==> src/rtl/glb_dummy_end_if.sv <==
// Bus interfaces used at the east end of the global buffer chain.
// packet_ifc bundles the write, read-request and read-response fields of a GLB packet.
// cfg_ifc is the configuration bus used by the glb and sram config daisy chains.

interface packet_ifc #(
    parameter int ADDR_W = 23,
    parameter int DATA_W = 64
);
    logic                wr_en;
    logic [DATA_W/8-1:0] wr_strb;
    logic [ADDR_W-1:0]   wr_addr;
    logic [DATA_W-1:0]   wr_data;
    logic                rd_en;
    logic [ADDR_W-1:0]   rd_addr;
    logic [DATA_W-1:0]   rd_data;
    logic                rd_data_valid;

    modport master (
        output wr_en, wr_strb, wr_addr, wr_data,
        output rd_en, rd_addr, rd_data, rd_data_valid
    );
    modport slave (
        input wr_en, wr_strb, wr_addr, wr_data,
        input rd_en, rd_addr, rd_data, rd_data_valid
    );
endinterface

interface cfg_ifc #(
    parameter int ADDR_W = 13,
    parameter int DATA_W = 32
);
    logic              wr_en;
    logic              wr_clk_en;
    logic [ADDR_W-1:0] wr_addr;
    logic [DATA_W-1:0] wr_data;
    logic              rd_en;
    logic              rd_clk_en;
    logic [ADDR_W-1:0] rd_addr;
    logic [DATA_W-1:0] rd_data;
    logic              rd_data_valid;

    modport master (
        output wr_en, wr_clk_en, wr_addr, wr_data, rd_en, rd_clk_en, rd_addr,
        input  rd_data, rd_data_valid
    );
    modport slave (
        input  wr_en, wr_clk_en, wr_addr, wr_data, rd_en, rd_clk_en, rd_addr,
        output rd_data, rd_data_valid
    );
endinterface

==> src/rtl/glb_dummy_end.sv <==
// East terminator of the GLB tile chain.
// Turns processor read responses around, answers reads to non-existent tiles
// with a fixed pattern via a small in-order queue, counts unclaimed accesses
// and exposes them through a tiny status register file on the glb config chain.
// UQ_DEPTH must be a power of two, minimum 2.

module glb_dummy_end #(
    parameter logic [63:0] UNCLAIMED_RD_DATA   = 64'hDEAD_BEEF_DEAD_BEEF,
    parameter int          UQ_DEPTH            = 4,
    parameter int          NUM_GLB_TILES       = 16,
    parameter int          BANK_ADDR_WIDTH     = 17,
    parameter int          BANK_SEL_ADDR_WIDTH = 1,
    parameter int          GLB_ADDR_WIDTH      = 23,
    parameter int          AXI_ADDR_WIDTH      = 13,
    parameter int          AXI_DATA_WIDTH      = 32,
    parameter int          CGRA_CFG_DATA_WIDTH = 32
) (
    input  logic       clk,
    input  logic       reset_n,
    packet_ifc.slave   proc_packet_w2e_wsti,
    packet_ifc.master  proc_packet_e2w_wsto,
    packet_ifc.slave   strm_packet_w2e_wsti,
    cfg_ifc.slave      if_cfg_wst_s,
    cfg_ifc.slave      if_sram_cfg_wst_s,
    output logic       unclaimed_err_pulse
);
    localparam int TILE_LSB = BANK_ADDR_WIDTH + BANK_SEL_ADDR_WIDTH;
    localparam int TILE_W   = GLB_ADDR_WIDTH - TILE_LSB;
    // Queue only ever returns the same constant, so occupancy is all it needs to hold.
    localparam int UQ_CW    = $clog2(UQ_DEPTH) + 1;

    logic [TILE_W-1:0]         w_rd_tile;
    logic [TILE_W-1:0]         w_wr_tile;
    logic                      w_unc_rd;
    logic                      w_unc_wr;
    logic                      w_uq_empty;
    logic                      w_uq_full;
    logic                      w_pop;
    logic                      w_push;
    logic                      w_drop;
    logic                      w_clear;
    logic [AXI_DATA_WIDTH-1:0] w_cfg_rd_val;
    logic                      w_unused;

    logic [UQ_CW-1:0]          r_uq_cnt;
    logic                      r_uq_ovf;
    logic [15:0]               r_rd_cnt;
    logic [15:0]               r_wr_cnt;
    logic [63:0]               r_rdrs_data;
    logic                      r_rdrs_vld;
    logic                      r_err_pulse;
    logic [AXI_DATA_WIDTH-1:0] r_cfg_rd_data;
    logic                      r_cfg_rd_vld;
    logic                      r_sram_rd_vld;

    assign w_rd_tile  = proc_packet_w2e_wsti.rd_addr[GLB_ADDR_WIDTH-1:TILE_LSB];
    assign w_wr_tile  = proc_packet_w2e_wsti.wr_addr[GLB_ADDR_WIDTH-1:TILE_LSB];
    assign w_unc_rd   = proc_packet_w2e_wsti.rd_en && (int'(w_rd_tile) >= NUM_GLB_TILES);
    assign w_unc_wr   = proc_packet_w2e_wsti.wr_en && (int'(w_wr_tile) >= NUM_GLB_TILES);

    // Turnaround responses own the output slot; the queue drains only in idle slots.
    assign w_uq_empty = (r_uq_cnt == '0);
    assign w_uq_full  = (r_uq_cnt == UQ_CW'(UQ_DEPTH));
    assign w_pop      = !proc_packet_w2e_wsti.rd_data_valid && !w_uq_empty;
    assign w_push     = w_unc_rd && (!w_uq_full || w_pop);
    assign w_drop     = w_unc_rd && w_uq_full && !w_pop;

    assign w_clear    = if_cfg_wst_s.wr_en
                     && (if_cfg_wst_s.wr_addr == AXI_ADDR_WIDTH'(12))
                     && if_cfg_wst_s.wr_data[0];

    // Status register read mux, sampled at the rd_en edge.
    always_comb begin
        w_cfg_rd_val = '0;
        if (if_cfg_wst_s.rd_addr == AXI_ADDR_WIDTH'(0)) begin
            w_cfg_rd_val = AXI_DATA_WIDTH'(r_rd_cnt);
        end else if (if_cfg_wst_s.rd_addr == AXI_ADDR_WIDTH'(4)) begin
            w_cfg_rd_val = AXI_DATA_WIDTH'(r_wr_cnt);
        end else if (if_cfg_wst_s.rd_addr == AXI_ADDR_WIDTH'(8)) begin
            w_cfg_rd_val = AXI_DATA_WIDTH'(r_uq_ovf);
        end
    end

    // Unclaimed-read queue occupancy.
    always_ff @(posedge clk or negedge reset_n) begin
        if (!reset_n) begin
            r_uq_cnt <= '0;
        end else begin
            r_uq_cnt <= r_uq_cnt + UQ_CW'(w_push) - UQ_CW'(w_pop);
        end
    end

    // Processor response register: turnaround first, then queued unclaimed reads.
    always_ff @(posedge clk or negedge reset_n) begin
        if (!reset_n) begin
            r_rdrs_data <= '0;
            r_rdrs_vld  <= 1'b0;
        end else if (proc_packet_w2e_wsti.rd_data_valid) begin
            r_rdrs_data <= proc_packet_w2e_wsti.rd_data;
            r_rdrs_vld  <= 1'b1;
        end else if (w_pop) begin
            r_rdrs_data <= UNCLAIMED_RD_DATA;
            r_rdrs_vld  <= 1'b1;
        end else begin
            r_rdrs_data <= '0;
            r_rdrs_vld  <= 1'b0;
        end
    end

    // Saturating access counters and sticky overflow; a clear overrides any update.
    always_ff @(posedge clk or negedge reset_n) begin
        if (!reset_n) begin
            r_rd_cnt <= '0;
            r_wr_cnt <= '0;
            r_uq_ovf <= 1'b0;
        end else if (w_clear) begin
            r_rd_cnt <= '0;
            r_wr_cnt <= '0;
            r_uq_ovf <= 1'b0;
        end else begin
            if (w_unc_rd && (r_rd_cnt != 16'hFFFF)) r_rd_cnt <= r_rd_cnt + 16'd1;
            if (w_unc_wr && (r_wr_cnt != 16'hFFFF)) r_wr_cnt <= r_wr_cnt + 16'd1;
            if (w_drop) r_uq_ovf <= 1'b1;
        end
    end

    // Error pulse and config read responses, one cycle after the triggering edge.
    always_ff @(posedge clk or negedge reset_n) begin
        if (!reset_n) begin
            r_err_pulse   <= 1'b0;
            r_cfg_rd_data <= '0;
            r_cfg_rd_vld  <= 1'b0;
            r_sram_rd_vld <= 1'b0;
        end else begin
            r_err_pulse   <= w_unc_rd || w_unc_wr;
            r_cfg_rd_data <= if_cfg_wst_s.rd_en ? w_cfg_rd_val : '0;
            r_cfg_rd_vld  <= if_cfg_wst_s.rd_en;
            r_sram_rd_vld <= if_sram_cfg_wst_s.rd_en;
        end
    end

    assign proc_packet_e2w_wsto.wr_en         = 1'b0;
    assign proc_packet_e2w_wsto.wr_strb       = '0;
    assign proc_packet_e2w_wsto.wr_addr       = '0;
    assign proc_packet_e2w_wsto.wr_data       = '0;
    assign proc_packet_e2w_wsto.rd_en         = 1'b0;
    assign proc_packet_e2w_wsto.rd_addr       = '0;
    assign proc_packet_e2w_wsto.rd_data       = r_rdrs_data;
    assign proc_packet_e2w_wsto.rd_data_valid = r_rdrs_vld;

    assign unclaimed_err_pulse             = r_err_pulse;
    assign if_cfg_wst_s.rd_data            = r_cfg_rd_data;
    assign if_cfg_wst_s.rd_data_valid      = r_cfg_rd_vld;
    assign if_sram_cfg_wst_s.rd_data       = '0;
    assign if_sram_cfg_wst_s.rd_data_valid = r_sram_rd_vld;

    // Terminated inputs that carry nothing this block acts on.
    assign w_unused = ^{proc_packet_w2e_wsti.wr_strb, proc_packet_w2e_wsti.wr_data,
                        proc_packet_w2e_wsti.rd_addr[TILE_LSB-1:0],
                        proc_packet_w2e_wsti.wr_addr[TILE_LSB-1:0],
                        strm_packet_w2e_wsti.wr_en, strm_packet_w2e_wsti.wr_strb,
                        strm_packet_w2e_wsti.wr_addr, strm_packet_w2e_wsti.wr_data,
                        strm_packet_w2e_wsti.rd_en, strm_packet_w2e_wsti.rd_addr,
                        strm_packet_w2e_wsti.rd_data, strm_packet_w2e_wsti.rd_data_valid,
                        if_cfg_wst_s.wr_clk_en, if_cfg_wst_s.rd_clk_en,
                        if_cfg_wst_s.wr_data[AXI_DATA_WIDTH-1:1],
                        if_sram_cfg_wst_s.wr_en, if_sram_cfg_wst_s.wr_clk_en,
                        if_sram_cfg_wst_s.wr_addr, if_sram_cfg_wst_s.wr_data,
                        if_sram_cfg_wst_s.rd_clk_en, if_sram_cfg_wst_s.rd_addr,
                        CGRA_CFG_DATA_WIDTH};

endmodule

==> src/flat_wrapper.sv <==
// flat-port wrapper written by rule: the top's interface ports become plain ports
module glb_dummy_end_flat 
#(
    parameter logic [63:0] UNCLAIMED_RD_DATA   = 64'hDEAD_BEEF_DEAD_BEEF,
    parameter int          UQ_DEPTH            = 4,
    parameter int          NUM_GLB_TILES       = 16,
    parameter int          BANK_ADDR_WIDTH     = 17,
    parameter int          BANK_SEL_ADDR_WIDTH = 1,
    parameter int          GLB_ADDR_WIDTH      = 23,
    parameter int          AXI_ADDR_WIDTH      = 13,
    parameter int          AXI_DATA_WIDTH      = 32,
    parameter int          CGRA_CFG_DATA_WIDTH = 32
)
  (clk, reset_n, unclaimed_err_pulse, proc_packet_w2e_wsti_wr_en, proc_packet_w2e_wsti_wr_strb, proc_packet_w2e_wsti_wr_addr, proc_packet_w2e_wsti_wr_data, proc_packet_w2e_wsti_rd_en, proc_packet_w2e_wsti_rd_addr, proc_packet_w2e_wsti_rd_data, proc_packet_w2e_wsti_rd_data_valid, proc_packet_e2w_wsto_wr_en, proc_packet_e2w_wsto_wr_strb, proc_packet_e2w_wsto_wr_addr, proc_packet_e2w_wsto_wr_data, proc_packet_e2w_wsto_rd_en, proc_packet_e2w_wsto_rd_addr, proc_packet_e2w_wsto_rd_data, proc_packet_e2w_wsto_rd_data_valid, strm_packet_w2e_wsti_wr_en, strm_packet_w2e_wsti_wr_strb, strm_packet_w2e_wsti_wr_addr, strm_packet_w2e_wsti_wr_data, strm_packet_w2e_wsti_rd_en, strm_packet_w2e_wsti_rd_addr, strm_packet_w2e_wsti_rd_data, strm_packet_w2e_wsti_rd_data_valid, if_cfg_wst_s_wr_en, if_cfg_wst_s_wr_clk_en, if_cfg_wst_s_wr_addr, if_cfg_wst_s_wr_data, if_cfg_wst_s_rd_en, if_cfg_wst_s_rd_clk_en, if_cfg_wst_s_rd_addr, if_cfg_wst_s_rd_data, if_cfg_wst_s_rd_data_valid, if_sram_cfg_wst_s_wr_en, if_sram_cfg_wst_s_wr_clk_en, if_sram_cfg_wst_s_wr_addr, if_sram_cfg_wst_s_wr_data, if_sram_cfg_wst_s_rd_en, if_sram_cfg_wst_s_rd_clk_en, if_sram_cfg_wst_s_rd_addr, if_sram_cfg_wst_s_rd_data, if_sram_cfg_wst_s_rd_data_valid);
  packet_ifc #(.ADDR_W(23), .DATA_W(64)) proc_packet_w2e_wsti_i ();
  packet_ifc #(.ADDR_W(23), .DATA_W(64)) proc_packet_e2w_wsto_i ();
  packet_ifc #(.ADDR_W(23), .DATA_W(64)) strm_packet_w2e_wsti_i ();
  cfg_ifc #(.ADDR_W(13), .DATA_W(32)) if_cfg_wst_s_i ();
  cfg_ifc #(.ADDR_W(23), .DATA_W(32)) if_sram_cfg_wst_s_i ();
  input  logic clk;
  input  logic reset_n;
  output logic unclaimed_err_pulse;
  input wire logic [$bits(proc_packet_w2e_wsti_i.wr_en)-1:0] proc_packet_w2e_wsti_wr_en;
  input wire logic [$bits(proc_packet_w2e_wsti_i.wr_strb)-1:0] proc_packet_w2e_wsti_wr_strb;
  input wire logic [$bits(proc_packet_w2e_wsti_i.wr_addr)-1:0] proc_packet_w2e_wsti_wr_addr;
  input wire logic [$bits(proc_packet_w2e_wsti_i.wr_data)-1:0] proc_packet_w2e_wsti_wr_data;
  input wire logic [$bits(proc_packet_w2e_wsti_i.rd_en)-1:0] proc_packet_w2e_wsti_rd_en;
  input wire logic [$bits(proc_packet_w2e_wsti_i.rd_addr)-1:0] proc_packet_w2e_wsti_rd_addr;
  input wire logic [$bits(proc_packet_w2e_wsti_i.rd_data)-1:0] proc_packet_w2e_wsti_rd_data;
  input wire logic [$bits(proc_packet_w2e_wsti_i.rd_data_valid)-1:0] proc_packet_w2e_wsti_rd_data_valid;
  output wire logic [$bits(proc_packet_e2w_wsto_i.wr_en)-1:0] proc_packet_e2w_wsto_wr_en;
  output wire logic [$bits(proc_packet_e2w_wsto_i.wr_strb)-1:0] proc_packet_e2w_wsto_wr_strb;
  output wire logic [$bits(proc_packet_e2w_wsto_i.wr_addr)-1:0] proc_packet_e2w_wsto_wr_addr;
  output wire logic [$bits(proc_packet_e2w_wsto_i.wr_data)-1:0] proc_packet_e2w_wsto_wr_data;
  output wire logic [$bits(proc_packet_e2w_wsto_i.rd_en)-1:0] proc_packet_e2w_wsto_rd_en;
  output wire logic [$bits(proc_packet_e2w_wsto_i.rd_addr)-1:0] proc_packet_e2w_wsto_rd_addr;
  output wire logic [$bits(proc_packet_e2w_wsto_i.rd_data)-1:0] proc_packet_e2w_wsto_rd_data;
  output wire logic [$bits(proc_packet_e2w_wsto_i.rd_data_valid)-1:0] proc_packet_e2w_wsto_rd_data_valid;
  input wire logic [$bits(strm_packet_w2e_wsti_i.wr_en)-1:0] strm_packet_w2e_wsti_wr_en;
  input wire logic [$bits(strm_packet_w2e_wsti_i.wr_strb)-1:0] strm_packet_w2e_wsti_wr_strb;
  input wire logic [$bits(strm_packet_w2e_wsti_i.wr_addr)-1:0] strm_packet_w2e_wsti_wr_addr;
  input wire logic [$bits(strm_packet_w2e_wsti_i.wr_data)-1:0] strm_packet_w2e_wsti_wr_data;
  input wire logic [$bits(strm_packet_w2e_wsti_i.rd_en)-1:0] strm_packet_w2e_wsti_rd_en;
  input wire logic [$bits(strm_packet_w2e_wsti_i.rd_addr)-1:0] strm_packet_w2e_wsti_rd_addr;
  input wire logic [$bits(strm_packet_w2e_wsti_i.rd_data)-1:0] strm_packet_w2e_wsti_rd_data;
  input wire logic [$bits(strm_packet_w2e_wsti_i.rd_data_valid)-1:0] strm_packet_w2e_wsti_rd_data_valid;
  input wire logic [$bits(if_cfg_wst_s_i.wr_en)-1:0] if_cfg_wst_s_wr_en;
  input wire logic [$bits(if_cfg_wst_s_i.wr_clk_en)-1:0] if_cfg_wst_s_wr_clk_en;
  input wire logic [$bits(if_cfg_wst_s_i.wr_addr)-1:0] if_cfg_wst_s_wr_addr;
  input wire logic [$bits(if_cfg_wst_s_i.wr_data)-1:0] if_cfg_wst_s_wr_data;
  input wire logic [$bits(if_cfg_wst_s_i.rd_en)-1:0] if_cfg_wst_s_rd_en;
  input wire logic [$bits(if_cfg_wst_s_i.rd_clk_en)-1:0] if_cfg_wst_s_rd_clk_en;
  input wire logic [$bits(if_cfg_wst_s_i.rd_addr)-1:0] if_cfg_wst_s_rd_addr;
  output wire logic [$bits(if_cfg_wst_s_i.rd_data)-1:0] if_cfg_wst_s_rd_data;
  output wire logic [$bits(if_cfg_wst_s_i.rd_data_valid)-1:0] if_cfg_wst_s_rd_data_valid;
  input wire logic [$bits(if_sram_cfg_wst_s_i.wr_en)-1:0] if_sram_cfg_wst_s_wr_en;
  input wire logic [$bits(if_sram_cfg_wst_s_i.wr_clk_en)-1:0] if_sram_cfg_wst_s_wr_clk_en;
  input wire logic [$bits(if_sram_cfg_wst_s_i.wr_addr)-1:0] if_sram_cfg_wst_s_wr_addr;
  input wire logic [$bits(if_sram_cfg_wst_s_i.wr_data)-1:0] if_sram_cfg_wst_s_wr_data;
  input wire logic [$bits(if_sram_cfg_wst_s_i.rd_en)-1:0] if_sram_cfg_wst_s_rd_en;
  input wire logic [$bits(if_sram_cfg_wst_s_i.rd_clk_en)-1:0] if_sram_cfg_wst_s_rd_clk_en;
  input wire logic [$bits(if_sram_cfg_wst_s_i.rd_addr)-1:0] if_sram_cfg_wst_s_rd_addr;
  output wire logic [$bits(if_sram_cfg_wst_s_i.rd_data)-1:0] if_sram_cfg_wst_s_rd_data;
  output wire logic [$bits(if_sram_cfg_wst_s_i.rd_data_valid)-1:0] if_sram_cfg_wst_s_rd_data_valid;
  assign proc_packet_w2e_wsti_i.wr_en = proc_packet_w2e_wsti_wr_en;
  assign proc_packet_w2e_wsti_i.wr_strb = proc_packet_w2e_wsti_wr_strb;
  assign proc_packet_w2e_wsti_i.wr_addr = proc_packet_w2e_wsti_wr_addr;
  assign proc_packet_w2e_wsti_i.wr_data = proc_packet_w2e_wsti_wr_data;
  assign proc_packet_w2e_wsti_i.rd_en = proc_packet_w2e_wsti_rd_en;
  assign proc_packet_w2e_wsti_i.rd_addr = proc_packet_w2e_wsti_rd_addr;
  assign proc_packet_w2e_wsti_i.rd_data = proc_packet_w2e_wsti_rd_data;
  assign proc_packet_w2e_wsti_i.rd_data_valid = proc_packet_w2e_wsti_rd_data_valid;
  assign proc_packet_e2w_wsto_wr_en = proc_packet_e2w_wsto_i.wr_en;
  assign proc_packet_e2w_wsto_wr_strb = proc_packet_e2w_wsto_i.wr_strb;
  assign proc_packet_e2w_wsto_wr_addr = proc_packet_e2w_wsto_i.wr_addr;
  assign proc_packet_e2w_wsto_wr_data = proc_packet_e2w_wsto_i.wr_data;
  assign proc_packet_e2w_wsto_rd_en = proc_packet_e2w_wsto_i.rd_en;
  assign proc_packet_e2w_wsto_rd_addr = proc_packet_e2w_wsto_i.rd_addr;
  assign proc_packet_e2w_wsto_rd_data = proc_packet_e2w_wsto_i.rd_data;
  assign proc_packet_e2w_wsto_rd_data_valid = proc_packet_e2w_wsto_i.rd_data_valid;
  assign strm_packet_w2e_wsti_i.wr_en = strm_packet_w2e_wsti_wr_en;
  assign strm_packet_w2e_wsti_i.wr_strb = strm_packet_w2e_wsti_wr_strb;
  assign strm_packet_w2e_wsti_i.wr_addr = strm_packet_w2e_wsti_wr_addr;
  assign strm_packet_w2e_wsti_i.wr_data = strm_packet_w2e_wsti_wr_data;
  assign strm_packet_w2e_wsti_i.rd_en = strm_packet_w2e_wsti_rd_en;
  assign strm_packet_w2e_wsti_i.rd_addr = strm_packet_w2e_wsti_rd_addr;
  assign strm_packet_w2e_wsti_i.rd_data = strm_packet_w2e_wsti_rd_data;
  assign strm_packet_w2e_wsti_i.rd_data_valid = strm_packet_w2e_wsti_rd_data_valid;
  assign if_cfg_wst_s_i.wr_en = if_cfg_wst_s_wr_en;
  assign if_cfg_wst_s_i.wr_clk_en = if_cfg_wst_s_wr_clk_en;
  assign if_cfg_wst_s_i.wr_addr = if_cfg_wst_s_wr_addr;
  assign if_cfg_wst_s_i.wr_data = if_cfg_wst_s_wr_data;
  assign if_cfg_wst_s_i.rd_en = if_cfg_wst_s_rd_en;
  assign if_cfg_wst_s_i.rd_clk_en = if_cfg_wst_s_rd_clk_en;
  assign if_cfg_wst_s_i.rd_addr = if_cfg_wst_s_rd_addr;
  assign if_cfg_wst_s_rd_data = if_cfg_wst_s_i.rd_data;
  assign if_cfg_wst_s_rd_data_valid = if_cfg_wst_s_i.rd_data_valid;
  assign if_sram_cfg_wst_s_i.wr_en = if_sram_cfg_wst_s_wr_en;
  assign if_sram_cfg_wst_s_i.wr_clk_en = if_sram_cfg_wst_s_wr_clk_en;
  assign if_sram_cfg_wst_s_i.wr_addr = if_sram_cfg_wst_s_wr_addr;
  assign if_sram_cfg_wst_s_i.wr_data = if_sram_cfg_wst_s_wr_data;
  assign if_sram_cfg_wst_s_i.rd_en = if_sram_cfg_wst_s_rd_en;
  assign if_sram_cfg_wst_s_i.rd_clk_en = if_sram_cfg_wst_s_rd_clk_en;
  assign if_sram_cfg_wst_s_i.rd_addr = if_sram_cfg_wst_s_rd_addr;
  assign if_sram_cfg_wst_s_rd_data = if_sram_cfg_wst_s_i.rd_data;
  assign if_sram_cfg_wst_s_rd_data_valid = if_sram_cfg_wst_s_i.rd_data_valid;
  glb_dummy_end #(.UNCLAIMED_RD_DATA(UNCLAIMED_RD_DATA), .UQ_DEPTH(UQ_DEPTH), .NUM_GLB_TILES(NUM_GLB_TILES), .BANK_ADDR_WIDTH(BANK_ADDR_WIDTH), .BANK_SEL_ADDR_WIDTH(BANK_SEL_ADDR_WIDTH), .GLB_ADDR_WIDTH(GLB_ADDR_WIDTH), .AXI_ADDR_WIDTH(AXI_ADDR_WIDTH), .AXI_DATA_WIDTH(AXI_DATA_WIDTH), .CGRA_CFG_DATA_WIDTH(CGRA_CFG_DATA_WIDTH)) u_core (.clk(clk), .reset_n(reset_n), .proc_packet_w2e_wsti(proc_packet_w2e_wsti_i), .proc_packet_e2w_wsto(proc_packet_e2w_wsto_i), .strm_packet_w2e_wsti(strm_packet_w2e_wsti_i), .if_cfg_wst_s(if_cfg_wst_s_i), .if_sram_cfg_wst_s(if_sram_cfg_wst_s_i), .unclaimed_err_pulse(unclaimed_err_pulse));
endmodule
==> config.mk <==
export PLATFORM = sky130hd
export DESIGN_NAME = glb_dummy_end_flat
export DESIGN_NICKNAME = d
export VERILOG_FILES = /design/src/rtl/glb_dummy_end_if.sv /design/src/rtl/glb_dummy_end.sv /design/src/flat_wrapper.sv
export SDC_FILE = /design/constraint.sdc
export NUM_CORES = 1
export LEC_CHECK = 0
export CAP_MARGIN = 20
export CORE_AREA = 2 2 300 302
export CTS_CLUSTER_DIAMETER = 80
export DETAILED_ROUTE_END_ITERATION = 16
export DIE_AREA = 0 0 302 304
export DONT_BUFFER_PORTS = 1
export SLEW_MARGIN = 20
export SYNTH_ARGS = -nofsm -noshare
export SYNTH_HDL_FRONTEND = slang
export SYNTH_SLANG_ARGS = --single-unit
==> constraint.sdc <==
create_clock -name clk -period 2.7 [get_ports clk]
set_clock_uncertainty 0.1 [all_clocks]
set_input_delay 0.675 -clock clk [delete_from_list [all_inputs] [get_ports clk]]
set_output_delay 0.675 -clock clk [all_outputs]
set_load 0.1 [all_outputs]
== Word-level counts from Yosys, hierarchy flattened ==
Cells that the tools add are included.
Cells by class
  add/subtract/negate cells: 4
  magnitude comparators: 2
  equal/unequal tests: 6
  mux-type cells: 14
  reductions and logical operators: 21
Operator list (number)
  $mux 64: 2
  $mux 16: 6
  $add 16x1->16 const B: 2
  $mux 32: 1
  $ne 16x16->1 const B: 2
  $eq 13x4->1 const B: 2
  $eq 13x3->1 const B: 1
  $logic_not 13->1: 1
  $ge 5x5->1 const B: 2
  $logic_and 1x1->1: 10
  $reduce_bool 2->1: 3
  $mux 1: 5
  $logic_not 1->1: 4
  $add 3x1->3: 1
  $eq 3x3->1 const B: 1
  $logic_not 3->1: 1
  $sub 3x1->3: 1
  $logic_or 1x1->1: 2
Storage, ports and cells
  flip-flop bits (word level): 136
  input port bits: 516
  logic and storage cells: 57

== Depth between registers and ports, before layout ==
Gate-level depths: netlist of the first run.
  depth after elaboration: 7
  mapped depth: 9
  mapped depth without buffers: 9

== Worst setup path before layout of the first run ==
OpenSTA, ideal clock, no wires.
  path kind: input to register
  start point: input port proc_packet_w2e_wsti_rd_data_valid
  end point: register u_core.r_uq_cnt[2]
  setup time: 0.124 ns
  arrival time: 2.122 ns
  path slack: 0.354 ns
  stages on the path: 8
  path through: clkbuf_1 nor2_1 ha_1 inv_1 ha_1 fa_1 xor2_1 xnor2_1
On the way
  longest elaborated chain between the ends: 6
RTL lines
  from (decl): RTL line flat_wrapper.sv:30  | input wire logic [$bits(proc_packet_w2e_wsti_i.rd_data_valid)-1:0] proc_packet_w2e_wsti_rd_data_valid;
  $logic_not 1->1 *: RTL line glb_dummy_end.sv:64  | assign w_pop = !proc_packet_w2e_wsti.rd_data_valid && !w_uq_empty;
  $logic_and 1x1->1 *: RTL line glb_dummy_end.sv:64
  $logic_or 1x1->1: RTL line glb_dummy_end.sv:65  | assign w_push = w_unc_rd && (!w_uq_full || w_pop);
  $logic_and 1x1->1: RTL line glb_dummy_end.sv:65
  $add 3x1->3: RTL line glb_dummy_end.sv:89  | r_uq_cnt <= r_uq_cnt + UQ_CW'(w_push) - UQ_CW'(w_pop);
  $sub 3x1->3 *: RTL line glb_dummy_end.sv:89
  to (signal assigned): RTL line glb_dummy_end.sv:89
  to (decl): RTL line glb_dummy_end.sv:45  | logic [UQ_CW-1:0] r_uq_cnt;
Mark *: on every way between the ends. The rest lies on a longest branch, timed or not.
A chain may end at the register's enable or synchronous reset.

== Worst setup path after layout of the first run ==
  start point: register u_core.r_rdrs_data[58] (netlist: u_core.proc_packet_e2w_wsto.rd_data[58])
  end point: output port proc_packet_e2w_wsto_rd_data[58]
RTL lines
  from (decl): RTL line glb_dummy_end.sv:49  | logic [63:0] r_rdrs_data;
  from (signal assigned): RTL line glb_dummy_end.sv:99  | r_rdrs_data <= proc_packet_w2e_wsti.rd_data;
  to (decl): RTL line flat_wrapper.sv:37  | output wire logic [$bits(proc_packet_e2w_wsto_i.rd_data)-1:0] proc_packet_e2w_wsto_rd_data;
No word-level cell between the ends.

==> impl_metrics.yaml, run 1 <==
logic_synthesis:
  yosysTopAreaCell: "dfrtp_1"
  seq_area_frac_synth: 0.473
  ys_async_sr_fraction: 1.00
  synth-xor-area-share: 0.00276
  synth-seq-cells: 120
  yosysTopAreaCellShare: 0.473
  synth_top_family_by_area: "buffers and inverters"
  synth_edf_count: 0
  synthAdderAreaFrac: 0.0110
  yosysWarnings: 0
  yosysUniqueCellTypes: 53
  syn_avg_cell_area_um2: 9.74
  netlist_instances: 652
  synthSimpleGateAreaFrac: 0.129
  synth-compound-area-share: 0.102
  synth_mux_area_frac: 0.0317
  synth.area.top_cells: "dfrtp_1 (47%), buf_4 (20%), a21oi_1 (5.2%)"
  ys.flop_type: "dfrtp_1"
  syn_area_um2: 6350
layout:
  drive_above_1_share: 0.177
  multiInputGateArea_um2: 2400
  layout.nets: 1249
  fillers: 10326
  mostFrequentLayoutCell: "conb_1"
  synthToLayoutAreaGrowth_pct: 31.1
  layout_common_cells: "conb_1 (168), dfrtp_1 (120), buf_4 (82), a21oi_1 (66), inv_1 (56)"
  register_area_um2: 3000
sta:
  max_freq_mhz: 474
  rsz0062_at_grt: "no"
  hold_ws_ns: -0.154
  slew_headroom: 0.423
  slew_viol_final: 0
  fin_setup_tns_ns: 0
  hold_viol_final: 120
  period_needed_ns: 2.11
  finalCritPeriodShare: 0.781
  tightest_slew_ns: 0.867
  setup_violations: 0
global_route:
  grt_pass1_vias: 3815
  groute.usage.overall: 0.0343
  antenna_found_initial: 2
  grt_max_degree: 121
  grt_pass1_wl_um: 23500
  overflow: 0
clocking:
  post_cts_buffers: 0
  cts_tree: "built"
  root_buffer: "clkbuf_16"
  clockBufferDepth: 2
  clock_latency_ns: 0.42
  clock-sinks: 120
  cts_resized: 0
  numCtsBuffers: 17
  clk_pin_slew_ns: 0.07
  htree_num_levels: 4
die:
  die_h_um: 304
  ios: 768
  die_w_um: 302
  initial_core_util: 0.0713
  coreArea_um2: 89000
  dieArea_um2: 91800
  rows: 110
critical_path:
  critPathMaxFanout: 1
  r2r_cells: 7
  r2r-end: "u_core.r_rd_cnt[6]$_DFFE_PN0P_"
  timing.rr.start: "u_core.r_rd_cnt[0]$_DFFE_PN0P_"
  critical_path_class: "flop to output pin"
  critPathLaunchType: "flop"
  cp.arrival_ns: 1.33
  r2r_slack_ns: 0.61
  end_kind: "output pin"
  worstPathRequired_ns: 1.92
run_status:
  violations: "hold timing"
  outcome: "finished, violations left"
place:
  place_congestion: 0.715
  io_buffers: 0
  hpwlAfterDp_um: 12700
route:
  initialDrtViolationCount: 264
  drc: 0
  firstDrtPassIters: 5
  wl_um: 16700
  postRouteAntennaNets: 0
  dr_total_vias: 4352
  viasPerCell: 2.26
  post_drt_wl_per_cell_um: 8.70
pwr:
  max-vdd-ir-drop_v: 0.000604
  power_leakage_nw: 3.46
  power_density_nw_per_um2: 880
job:
  maxCapViolations: 0
hold_path:
  hp-class: "input port to async pin"
-- per-layer routing --
layer | routed length (um) | share of wire | global-route usage | vias up
met5 | 13 | 0.00078 | 0 | -
met4 | 180 | 0.011 | 0.0112 | 2
met3 | 2690 | 0.16 | 0.0209 | 17
met2 | 7640 | 0.46 | 0.0551 | 292
met1 | 6210 | 0.37 | 0.0371 | 2022
li1 | - | - | - | 2019
-- worst max-delay path by stage --
stage | start | end | slack, ns | depth (start not counted)
finish | u_core.proc_packet_e2w_wsto.rd_data[58]$_DFF_PN0_ | proc_packet_e2w_wsto_rd_data[58] | 0.59 | 0
global route | u_core.r_rd_cnt[2]$_DFFE_PN0P_ | u_core.r_rd_cnt[11]$_DFFE_PN0P_ | 0.49 | 4
CTS | u_core.proc_packet_e2w_wsto.rd_data[58]$_DFF_PN0_ | proc_packet_e2w_wsto_rd_data[58] | 0.56 | 0
detailed placement | proc_packet_w2e_wsti_rd_addr[22] | u_core.r_uq_cnt[2]$_DFF_PN0_ | 0.43 | 8
global placement | proc_packet_w2e_wsti_rd_addr[22] | u_core.r_uq_cnt[2]$_DFF_PN0_ | 0.45 | 8
floorplan | proc_packet_w2e_wsti_rd_data_valid | u_core.r_uq_cnt[2]$_DFF_PN0_ | 0.35 | 8
-- synthesized netlist by cell type (all sizes together), types with 2 or more instances --
library cell and instances:
a211oi 2, a21oi 66, and2 18, and3 3, and4 3, buf 171, clkbuf 23, dfrtp 120
ha 4, inv 56, mux2i 19, nand2 28, nand2b 3, nand3 12, nand4 11, nor2 24
nor3 4, nor4 11, nor4b 2, o211ai 4, o21a 5, o21ai 8, o311ai 2, o31ai 11
o41ai 2, or2 2, or3 8, or4 14
-- power breakdown --
group	internal, mW	switching (mW)	total (mW)	leakage (nW)
clock network	1.23	0.996	2.22	0.278
registers	2.04	0.352	2.39	1.45
logic	0.370	2.34	2.71	1.73
total	3.64	3.69	7.33	3.46
-- registers in the layout (all words and copies together), names as in the netlist --
| name | cells |
|---|---|
| u_core.proc_packet_e2w_wsto.rd_data_valid | 1 |
| u_core.unclaimed_err_pulse | 1 |
| u_core.if_cfg_wst_s.rd_data | 16 |
| u_core.if_cfg_wst_s.rd_data_valid | 1 |
| u_core.r_wr_cnt | 16 |
| u_core.r_rd_cnt | 16 |
| u_core.proc_packet_e2w_wsto.rd_data | 64 |
| u_core.r_uq_cnt | 3 |
| u_core.r_uq_ovf | 1 |
| u_core.if_sram_cfg_wst_s.rd_data_valid | 1 |
-- through the flow --
stage               cells  instance area, um2  power [mW]  worst slack (ns)  utilization
global placement     1885                7740        5.13             0.449       0.0869
floorplan             819                6980        4.95             0.354            -
CTS                  1917                8310        7.43             0.560       0.0934
finish               1922                8330        7.33             0.592       0.0935
detailed placement   1885                7740        5.15             0.435       0.0869
global route         1917                8310        7.62             0.488       0.0934
-- cell families after synthesis --
group / after synthesis
buf+inv: 250
simple gates: 145
flops: 120
compound gates: 109
mux: 20
fa+ha+maj: 5
xor+xnor: 2
other cells: 1
-- cell type report --
class / instances / share of cell area
multi-input combinational: 449 / 0.288
clock buffer: 17 / 0.0511
timing repair buffer: 84 / 0.0787
inverter: 56 / 0.0252
sequential: 120 / 0.361
clock inverter: 15 / 0.0182
tap: 1176 / 0.177
antenna: 5 / 0.00150
Note: power is estimated with default switching activity, not from simulation.
==> run 2, diff against run 1 <==
==> constraint.sdc (replaced) <==
create_clock -name clk -period 1.9 [get_ports clk]
set_clock_uncertainty 0.1 [all_clocks]
set_input_delay 0.475 -clock clk [delete_from_list [all_inputs] [get_ports clk]]
set_output_delay 0.475 -clock clk [all_outputs]
set_load 0.1 [all_outputs]
==> run 2 against run 1 <==
The flow finishes with violations (hold timing, setup timing). Non-clock buffer count is 66 higher. Setup slack worse by 0.64 ns. Count of clock-buffer cells in the layout unchanged. Combinational power up 66%. Wire length increased by 10%. Flip-flop and latch count did not move. First-iteration DRC count shrank 6.1%. Via count grew 6.6%. Die area is the same. Critical path type is now flop to flop. Highest routed layer unchanged.
==> impl_metrics.yaml, run 2 (same netlist as run 1, synthesis figures left out) <==
run_status:
  outcome: "finished, violations left"
  violations: "hold timing, setup timing"
route:
  wl_met3_um: 2800
  wl_met1_um: 7430
  post_drt_wl_per_cell_um: 9.29
  highest_layer: "met5"
  viasPerCell: 2.34
  wl_um: 18400
  wl_met2_um: 7880
  initialDrtViolationCount: 248
  postRouteAntennaNets: 0
  drc: 0
  dr_total_vias: 4639
  firstDrtPassIters: 4
sta:
  worst_slack_ns: -0.0503
  max_freq_mhz: 513
  rsz0062_at_grt: "yes"
  slew_viol_final: 0
  hold_viol_final: 120
  finalCritPeriodShare: 1.03
  setup_violations: 1
  period_needed_ns: 1.95
  hold_ws_ns: -0.362
  fin_setup_tns_ns: -0.0503
die:
  rows: 110
  die_h_um: 304
  coreArea_um2: 89000
  initial_core_util: 0.0713
  ios: 768
  die_w_um: 302
  dieArea_um2: 91800
pwr:
  power_leakage_nw: 3.86
  max-vdd-ir-drop_v: 0.000887
  power_density_nw_per_um2: 1210
clocking:
  clockBufferDepth: 2
  clock-sinks: 120
  cts_hold_buf: 3
  clock_latency_ns: 0.43
  numCtsBuffers: 17
  clk_pin_slew_ns: 0.07
  cts_tree: "built"
  root_buffer: "clkbuf_16"
  htree_num_levels: 4
global_route:
  overflow: 0
  grt_pass1_wl_um: 25600
  grt_max_degree: 121
  grt_pass1_vias: 4143
  groute.usage.overall: 0.0379
  antenna_found_initial: 3
critical_path:
  critPathLaunchType: "flop"
  r2r_cells: 9
  cp.depth: 9
  cpMaxStageDelayCell: "dfrtp_1"
  worstPathRequired_ns: 2.11
  crit_chain: "buf_4 > nand3_2 > nand2_1 > ha_1 > inv_1 > ha_2 > fa_2 > xor2_1 > xnor2_1"
  critPathMaxFanout: 3
  cp.arrival_ns: 2.16
  cpLargestDelayFamily: "adder cells"
  critPathMaxStageDelay_ns: 0.40
  critical_path_class: "flop to flop"
  crit_buf_inv: 2
  end_kind: "flop"
layout:
  final_util: 0.101
  mostFrequentLayoutCell: "conb_1"
  stdcell_count: 1983
  largest_register_ffs: 64
  drive_above_1_share: 0.266
  antenna_cells: 0
  layout.nets: 1315
  layout_common_cells: "conb_1 (168), buf_4 (138), dfrtp_1 (120), a21oi_1 (61), inv_1 (56)"
  synthToLayoutAreaGrowth_pct: 41.7
job:
  maxCapViolations: 0
place:
  hpwlAfterDp_um: 14400
  io_buffers: 0
  dp.cells: 1941
  place_congestion: 0.759
hold_path:
  hp-class: "input port to async pin"
## run 2: changes by cell type in the layout (fill, tap and decap cells not counted), moves of 4 or more
cell     previous run  this run
a21oi_1            66        61
a21oi_2             0         5
buf_4              82       138
buf_6               0         4
diode_2             5         0
or4_1              13         9
or4_4               0         4
## run 2: metal layers
metal  vias to the layer above  track usage
li1                       2135            -
met1                      2167       0.0439
met2                       306       0.0577
met3                        27       0.0223
met4                         4       0.0129
met5                         -            0
## run 2: area by class of cell
type | count | area [um2]
Clock inverter | 15 | 174
Inverter | 56 | 210
Tap cell | 1176 | 1470
Multi-Input combinational cell | 449 | 2500
Clock buffer | 17 | 425
Sequential cell | 120 | 3000
Timing Repair Buffer | 150 | 1210
Fill cell | 10283 | 80100
## run 2: final timing paths
path / from / endpoint / slack, ns
max: u_core.r_uq_cnt[2]$_DFF_PN0_ / u_core.r_uq_cnt[2]$_DFF_PN0_ / -0.05
min: reset_n / u_core.if_sram_cfg_wst_s.rd_data_valid$_DFF_PN0_ / -0.36
max reg2reg: u_core.r_uq_cnt[2]$_DFF_PN0_ / u_core.r_uq_cnt[2]$_DFF_PN0_ / -0.05
min reg2reg: u_core.r_uq_ovf$_DFFE_PN0P_ / u_core.r_uq_ovf$_DFFE_PN0P_ / 0.42
max in group asynchronous: reset_n / u_core.proc_packet_e2w_wsto.rd_data[17]$_DFF_PN0_ / 1.92
min in group clk: proc_packet_w2e_wsti_rd_data_valid / u_core.proc_packet_e2w_wsto.rd_data[0]$_DFF_PN0_ / 0.05
## run 2: report_power, final
group	switching, mW	total [mW]	internal, mW
Combinational	3.71	4.50	0.794
Sequential	0.202	3.11	2.91
Clock	1.40	3.28	1.88
Total	5.31	10.9	5.58
## run 2: metrics by stage
step	worst slack [ns]	total power, mW	instance area, um2	hold WS [ns]
floorplan	-0.0989	7.05	7020	0.0794
global placement	-0.0932	7.59	8190	0.0828
detailed placement	-0.111	7.61	8190	0.0821
CTS	-0.0697	11.0	8830	-0.405
global route	-0.144	11.4	9000	-0.400
finish	-0.0503	10.9	9000	-0.362
## run 2: repair_timing
action,4_1_cts,5_1_grt
gates resized for setup,1,24
pin swaps,1,13
hold endpoints to repair,123,120
setup buffers,0,8
setup endpoints to repair,1,13
